**config.mk**
```make
export PLATFORM = sky130hd
export DESIGN_NAME = dcache_miss_ctrl_flat
export DESIGN_NICKNAME = d
export VERILOG_FILES = /design/src/rtl/dcache_miss_ctrl_if.sv /design/src/rtl/dcache_miss_ctrl.sv /design/src/flat_wrapper.sv
export SDC_FILE = /design/constraint.sdc
export NUM_CORES = 1
export LEC_CHECK = 0
export BUFFER_PORTS_ARGS = -buffer_cell sky130_fd_sc_hd__buf_2
export CORE_AREA = 2 2 71 73
export CTS_CLUSTER_SIZE = 20
export DETAILED_ROUTE_END_ITERATION = 8
export DIE_AREA = 0 0 73 75
export GPL_TIMING_DRIVEN = 0
export PLACE_DENSITY_LB_ADDON = 0.12
export REMOVE_ABC_BUFFERS = 1
export SKIP_LAST_GASP = 1
export SLEW_MARGIN = 20
export SYNTH_ARGS = -nofsm -noshare
export SYNTH_HDL_FRONTEND = slang
export SYNTH_SLANG_ARGS = --single-unit
```
**constraint.sdc**
```tcl
create_clock -name clk -period 2.5 [get_ports clk]
set_clock_uncertainty 0.1 [all_clocks]
set_input_delay 0.25 -clock clk [delete_from_list [all_inputs] [get_ports clk]]
set_output_delay 0.25 -clock clk [all_outputs]
set_load 0.005 [all_outputs]
```
**src/rtl/dcache_miss_ctrl_if.sv**
```systemverilog
// Signal bundle between the dcache miss controller, the CPU LSU,
// the dcache array and the shared nibble memory port.
interface dcache_miss_ctrl_if #(
    parameter int PA = 22,
    parameter int LB = 2
);
    logic          cpu_req;
    logic          cpu_write;
    logic          cpu_fault;
    logic          cpu_ready;
    logic          c_hit;
    logic          c_push;
    logic [PA-LB-1:0] c_tag;
    logic [PA-LB-1:0] c_vtag;
    logic          c_rstrobe;
    logic          c_wstrobe;
    logic [3:0]    c_dwrite;
    logic [3:0]    c_dread;
    logic          mem_req;
    logic          mem_we;
    logic [PA-1:0] mem_addr;
    logic          mem_gnt;
    logic [3:0]    mem_wdata;
    logic [3:0]    mem_rdata;
    logic          mem_rvalid;
    logic          proto_err;

    modport master (
        input  cpu_req, cpu_write, cpu_fault,
        input  c_hit, c_push, c_tag, c_vtag, c_dwrite,
        input  mem_gnt, mem_rdata, mem_rvalid,
        output cpu_ready, c_rstrobe, c_wstrobe, c_dread,
        output mem_req, mem_we, mem_addr, mem_wdata,
        output proto_err
    );

    modport slave (
        output cpu_req, cpu_write, cpu_fault,
        output c_hit, c_push, c_tag, c_vtag, c_dwrite,
        output mem_gnt, mem_rdata, mem_rvalid,
        input  cpu_ready, c_rstrobe, c_wstrobe, c_dread,
        input  mem_req, mem_we, mem_addr, mem_wdata,
        input  proto_err
    );
endinterface

```
**src/rtl/dcache_miss_ctrl.sv**
```systemverilog
// Dcache miss sequencer: victim write-back, line fill over the
// nibble memory bus, and CPU stall until the access hits.
module dcache_miss_ctrl #(
    parameter int LINE_LENGTH = 4,
    parameter int PA          = 22
) (
    input logic             clk,
    input logic             reset,
    dcache_miss_ctrl_if.master bus
);
    localparam int NNIB = 2 * LINE_LENGTH;
    localparam int LB   = $clog2(LINE_LENGTH);
    localparam int CW   = $clog2(NNIB);
    localparam int TW   = PA - LB;

    typedef enum logic [2:0] {
        IDLE,
        WB_CMD,
        WB_DATA,
        FILL_CMD,
        FILL_DATA,
        DONE
    } state_t;

    state_t        state_q, state_d;
    logic [CW-1:0] count_q, count_d;
    logic [TW-1:0] tag_q, tag_d;
    logic [TW-1:0] vtag_q, vtag_d;
    logic          last;
    logic          unused;

    // Stores and loads miss identically; the write flag is not needed.
    assign unused = bus.cpu_write;

    assign last          = (count_q == CW'(NNIB - 1));
    assign bus.mem_wdata = bus.c_dwrite;
    assign bus.c_dread   = bus.mem_rdata;

    always_ff @(posedge clk) begin
        if (reset) begin
            state_q <= IDLE;
            count_q <= '0;
            tag_q   <= '0;
            vtag_q  <= '0;
        end else begin
            state_q <= state_d;
            count_q <= count_d;
            tag_q   <= tag_d;
            vtag_q  <= vtag_d;
        end
    end

    always_comb begin
        state_d       = state_q;
        count_d       = count_q;
        tag_d         = tag_q;
        vtag_d        = vtag_q;
        bus.cpu_ready = 1'b0;
        bus.c_rstrobe = 1'b0;
        bus.c_wstrobe = 1'b0;
        bus.mem_req   = 1'b0;
        bus.mem_we    = 1'b0;
        bus.mem_addr  = '0;
        bus.proto_err = 1'b0;
        case (state_q)
            IDLE: begin
                if (!reset && bus.cpu_req) begin
                    if (bus.cpu_fault || bus.c_hit) begin
                        bus.cpu_ready = 1'b1;
                    end else begin
                        tag_d   = bus.c_tag;
                        vtag_d  = bus.c_vtag;
                        state_d = bus.c_push ? WB_CMD : FILL_CMD;
                    end
                end
            end
            WB_CMD: begin
                bus.mem_req  = 1'b1;
                bus.mem_we   = 1'b1;
                bus.mem_addr = {vtag_q, {LB{1'b0}}};
                if (bus.mem_gnt) begin
                    state_d = WB_DATA;
                    count_d = '0;
                end
            end
            WB_DATA: begin
                bus.c_rstrobe = 1'b1;
                if (last) begin
                    state_d = FILL_CMD;
                end else begin
                    count_d = count_q + 1'b1;
                end
            end
            FILL_CMD: begin
                bus.mem_req  = 1'b1;
                bus.mem_addr = {tag_q, {LB{1'b0}}};
                if (bus.mem_gnt) begin
                    state_d = FILL_DATA;
                    count_d = '0;
                end
            end
            FILL_DATA: begin
                bus.c_wstrobe = bus.mem_rvalid;
                if (bus.mem_rvalid) begin
                    if (last) begin
                        state_d = DONE;
                    end else begin
                        count_d = count_q + 1'b1;
                    end
                end else if (count_q != '0) begin
                    // Gap mid-line: abandon, the line is never validated.
                    bus.proto_err = 1'b1;
                    state_d       = IDLE;
                end
            end
            DONE: begin
                state_d = IDLE;
            end
            default: begin
                state_d = IDLE;
            end
        endcase
    end
endmodule

```
**src/flat_wrapper.sv**
```systemverilog
// flat-port wrapper written by rule: the top's interface ports become plain ports
module dcache_miss_ctrl_flat 
#(
    parameter int LINE_LENGTH = 4,
    parameter int PA          = 22
)
  (clk, reset, bus_cpu_req, bus_cpu_write, bus_cpu_fault, bus_c_hit, bus_c_push, bus_c_tag, bus_c_vtag, bus_c_dwrite, bus_mem_gnt, bus_mem_rdata, bus_mem_rvalid, bus_cpu_ready, bus_c_rstrobe, bus_c_wstrobe, bus_c_dread, bus_mem_req, bus_mem_we, bus_mem_addr, bus_mem_wdata, bus_proto_err);
  dcache_miss_ctrl_if #(.PA(PA), .LB((2))) bus_i ();
  input logic clk;
  input logic reset;
  input wire logic [$bits(bus_i.cpu_req)-1:0] bus_cpu_req;
  input wire logic [$bits(bus_i.cpu_write)-1:0] bus_cpu_write;
  input wire logic [$bits(bus_i.cpu_fault)-1:0] bus_cpu_fault;
  input wire logic [$bits(bus_i.c_hit)-1:0] bus_c_hit;
  input wire logic [$bits(bus_i.c_push)-1:0] bus_c_push;
  input wire logic [$bits(bus_i.c_tag)-1:0] bus_c_tag;
  input wire logic [$bits(bus_i.c_vtag)-1:0] bus_c_vtag;
  input wire logic [$bits(bus_i.c_dwrite)-1:0] bus_c_dwrite;
  input wire logic [$bits(bus_i.mem_gnt)-1:0] bus_mem_gnt;
  input wire logic [$bits(bus_i.mem_rdata)-1:0] bus_mem_rdata;
  input wire logic [$bits(bus_i.mem_rvalid)-1:0] bus_mem_rvalid;
  output wire logic [$bits(bus_i.cpu_ready)-1:0] bus_cpu_ready;
  output wire logic [$bits(bus_i.c_rstrobe)-1:0] bus_c_rstrobe;
  output wire logic [$bits(bus_i.c_wstrobe)-1:0] bus_c_wstrobe;
  output wire logic [$bits(bus_i.c_dread)-1:0] bus_c_dread;
  output wire logic [$bits(bus_i.mem_req)-1:0] bus_mem_req;
  output wire logic [$bits(bus_i.mem_we)-1:0] bus_mem_we;
  output wire logic [$bits(bus_i.mem_addr)-1:0] bus_mem_addr;
  output wire logic [$bits(bus_i.mem_wdata)-1:0] bus_mem_wdata;
  output wire logic [$bits(bus_i.proto_err)-1:0] bus_proto_err;
  assign bus_i.cpu_req = bus_cpu_req;
  assign bus_i.cpu_write = bus_cpu_write;
  assign bus_i.cpu_fault = bus_cpu_fault;
  assign bus_i.c_hit = bus_c_hit;
  assign bus_i.c_push = bus_c_push;
  assign bus_i.c_tag = bus_c_tag;
  assign bus_i.c_vtag = bus_c_vtag;
  assign bus_i.c_dwrite = bus_c_dwrite;
  assign bus_i.mem_gnt = bus_mem_gnt;
  assign bus_i.mem_rdata = bus_mem_rdata;
  assign bus_i.mem_rvalid = bus_mem_rvalid;
  assign bus_cpu_ready = bus_i.cpu_ready;
  assign bus_c_rstrobe = bus_i.c_rstrobe;
  assign bus_c_wstrobe = bus_i.c_wstrobe;
  assign bus_c_dread = bus_i.c_dread;
  assign bus_mem_req = bus_i.mem_req;
  assign bus_mem_we = bus_i.mem_we;
  assign bus_mem_addr = bus_i.mem_addr;
  assign bus_mem_wdata = bus_i.mem_wdata;
  assign bus_proto_err = bus_i.proto_err;
  dcache_miss_ctrl #(.LINE_LENGTH(LINE_LENGTH), .PA(PA)) u_core (.clk(clk), .reset(reset), .bus(bus_i));
endmodule
```
==> results_dict.tcl <==
set metrics [dict create \
    yosysTopAreaCell "dfxtp_1" \
    tightest_slew_ns 0.8608 \
    period_minus_slack_ns 2.089 \
    critPathMaxFanout 26 \
    end_kind "output port" \
    numCtsBuffers 5 \
    area_growth_pct 19.74 \
    syn_inst 294 \
    status "completed" \
    max-slew-margin-rel_pct 42.61 \
    cts_root_buffer "clkbuf_8" \
    leakage_nw 1.049 \
    worst-r2r-setup-slack_ns 0.47 \
    insertion_delay_ns 0.29 \
    die_x_microns 73 \
    required_ns 2.15 \
    fin_crit_sh_pct 83.56 \
    place.port_buffers 73 \
    final_nets 406 \
    maxSlewViolCount 0 \
    grt_use_met2_pct 31.03 \
    cts_buffer_depth 2 \
    final-seq-area_sq_um 922.1 \
    synth_top_area_share_pct 41.63 \
    powerDensity_nw_per_um2 711.5 \
    use_met1_pct 24.07 \
    irDropWorstVdd_uv 386.0 \
    synth_area_leaders "dfxtp_1 (42%), nand2_1 (14%), a21oi_1 (11%)" \
    path_clk_slew_ns 0.08 \
    synthFlopType "dfxtp_1" \
    yosys_warnings 0 \
    grt_use_met3_pct 6.426 \
    synth_seq_cells 46 \
    gr-total-overflow 0 \
    max-cap-violations 0 \
    core_sq_um 4661 \
    drt_iter0_drc 105 \
    fp-row-count 25 \
    htree_levels 2 \
    synth_async_sr_flop_share_pct 0 \
    synth.distinct_cells 31 \
    reg2reg_from "u_core.state_q[1]" \
    setup_violations 0 \
    drive_gt1_share_pct 25.72 \
    drc 0 \
    num_vias 2061 \
    cp.arrival_ns 1.74 \
    fp.dieH_microns 75 \
    p_total_mw 1.885 \
    fin_util_pct 56.83 \
    synth_edf_count 0 \
    multi_input_area_sq_um 1124 \
    first_pass_iters 4 \
    hold_path_end "u_core.tag_q[9]" \
    cts_tree "done" \
    via_per_inst 5.153 \
    pin_count 93 \
    rsz0062_at_grt "no" \
    crit_path_start_kind "register" \
    drt_wl_total_mm 4.979 \
    netlist_area_sq_um 2212 \
    antenna_found_initial 0 \
    clock_sinks 46 \
    hold_path.class "in -> reg" \
    grt_use_total_pct 18.96 \
    ys_seq_area_share_pct 41.63 \
    n_antenna_cell 0 \
    fillerInstances 476 \
    top_usage_layer "met2" \
    dp_hpwl_mm 3.314 \
    crit_type "reg -> out" \
    worst_slack_ns 0.4110 \
    tns_ns 0 \
    r2r-end "u_core.vtag_q[0]" \
    start_util_pct 47.46 \
    grt_pass1_wl_mm 8.093 \
    gp_congestion 0.7982 \
    grt_pass1_vias 1800 \
    syn_area_per_cell_sq_um 7.524 \
    dpl_worst_slack_ns 0.1567 \
    whs_path_depth 3 \
    grt_max_degree 49 \
    die-area_sq_um 5475 \
    ant_nets 0 \
    reg2regPathDepth 6 \
    min_from "bus_c_tag[9]" \
    max_freq_mhz 478.7 \
    wl_per_cell_microns 12.45 \
    hold_viol 0 \
]
## cells in the mapped netlist (2+ instances only)
master	count
a21oi_1	47
clkbuf_1	16
nand2b_1	3
nor2_1	26
and3_1	2
nor2b_1	2
ha_1	3
inv_1	4
dfxtp_1	46
mux2i_1	20
o211ai_1	4
buf_2	3
nand3_1	5
buf_4	11
nor3_1	3
buf_1	2
nand2_1	83
## routing by layer
| layer | routed length, microns | up-vias |
|---|---|---|
| met3 | 330 | 2 |
| li1 | - | 1074 |
| met1 | 2294 | 916 |
| met4 | 22 | 0 |
| met2 | 2332 | 69 |
| met5 | 0 | - |
## flip-flops by register name, indices dropped and copies added (netlist names)
name            count
u_core.vtag_q      20
u_core.state_q      3
u_core.tag_q       20
u_core.count_q      3
## what timing repair did
action / CTS / global route
endpoints found under the setup margin: 2 / 0
gates resized for setup: 1 / 0
hold buffers: 0 / 0
buffers inserted: 0 / 0
## metrics by stage
| stage | cells | cell area, sq um | hold slack [ns] |
|---|---|---|---|
| floorplan | 263 | 2051 | 0.2191 |
| global placement | 390 | 2484 | 0.3412 |
| detailed placement | 393 | 2566 | 0.3463 |
| CTS | 400 | 2649 | 0.07672 |
| global route | 400 | 2649 | 0.07407 |
| finish | 400 | 2649 | 0.08932 |
## where the power goes
part           total (mW)  leakage (nW)  internal [mW]  switching, mW
sequential          0.845         0.372          0.785         0.0604
combinational       0.612         0.639          0.259          0.352
clock               0.427        0.0373          0.192          0.235
total                1.88          1.05           1.24          0.648
## layout make-up
type,instances,share of cell area (%)
Tap cell,54,2.551
Clock buffer,6,2.740
Sequential cell,46,34.81
Timing Repair Buffer,76,16.63
Inverter,4,0.5668
Clock inverter,1,0.2834
Multi-Input combinational cell,213,42.42
## critical path: stages, from the launching register on
cell,delay [ns]
dfxtp_1,0.57
nand2b_2,0.58
nor2_1,0.14
buf_2,0.16
## cell families (layout without fill, tap and decap cells)
logic type	after synthesis	count (layout)	synth area share, %
flops	46	46	41.63
simple gates	132	132	25.40
compound gates	56	56	13.91
fa+ha+maj	3	3	1.697
mux	20	20	9.050
other cells	1	2	0.1695
buf+inv	36	87	8.145
## worst max-delay path by stage
stage,startpoint,endpoint,slack (ns),cells after the start
floorplan,u_core.state_q[1],u_core.state_q[1],0.07,4
global placement,u_core.state_q[1],u_core.vtag_q[14],-0.83,4
detailed placement,reset,u_core.state_q[1],0.16,5
CTS,u_core.state_q[2],bus_mem_addr[10],0.37,3
global route,u_core.state_q[2],bus_mem_addr[2],0.25,3
finish,u_core.state_q[2],bus_mem_addr[2],0.41,3
## placed cells by master, fill, tap and decap left out, types with 2 or more instances in the layout
| master | instances |
|---|---|
| a21oi_1 | 47 |
| buf_16 | 2 |
| buf_2 | 73 |
| clkbuf_8 | 5 |
| conb_1 | 2 |
| dfxtp_1 | 45 |
| ha_1 | 3 |
| inv_1 | 4 |
| mux2i_1 | 20 |
| nand2_1 | 83 |
| nand2b_1 | 2 |
| nand3_1 | 4 |
| nor2_1 | 26 |
| nor2b_1 | 2 |
| nor3_1 | 3 |
| o211ai_1 | 4 |
Note: power is estimated with default switching activity, not from simulation.
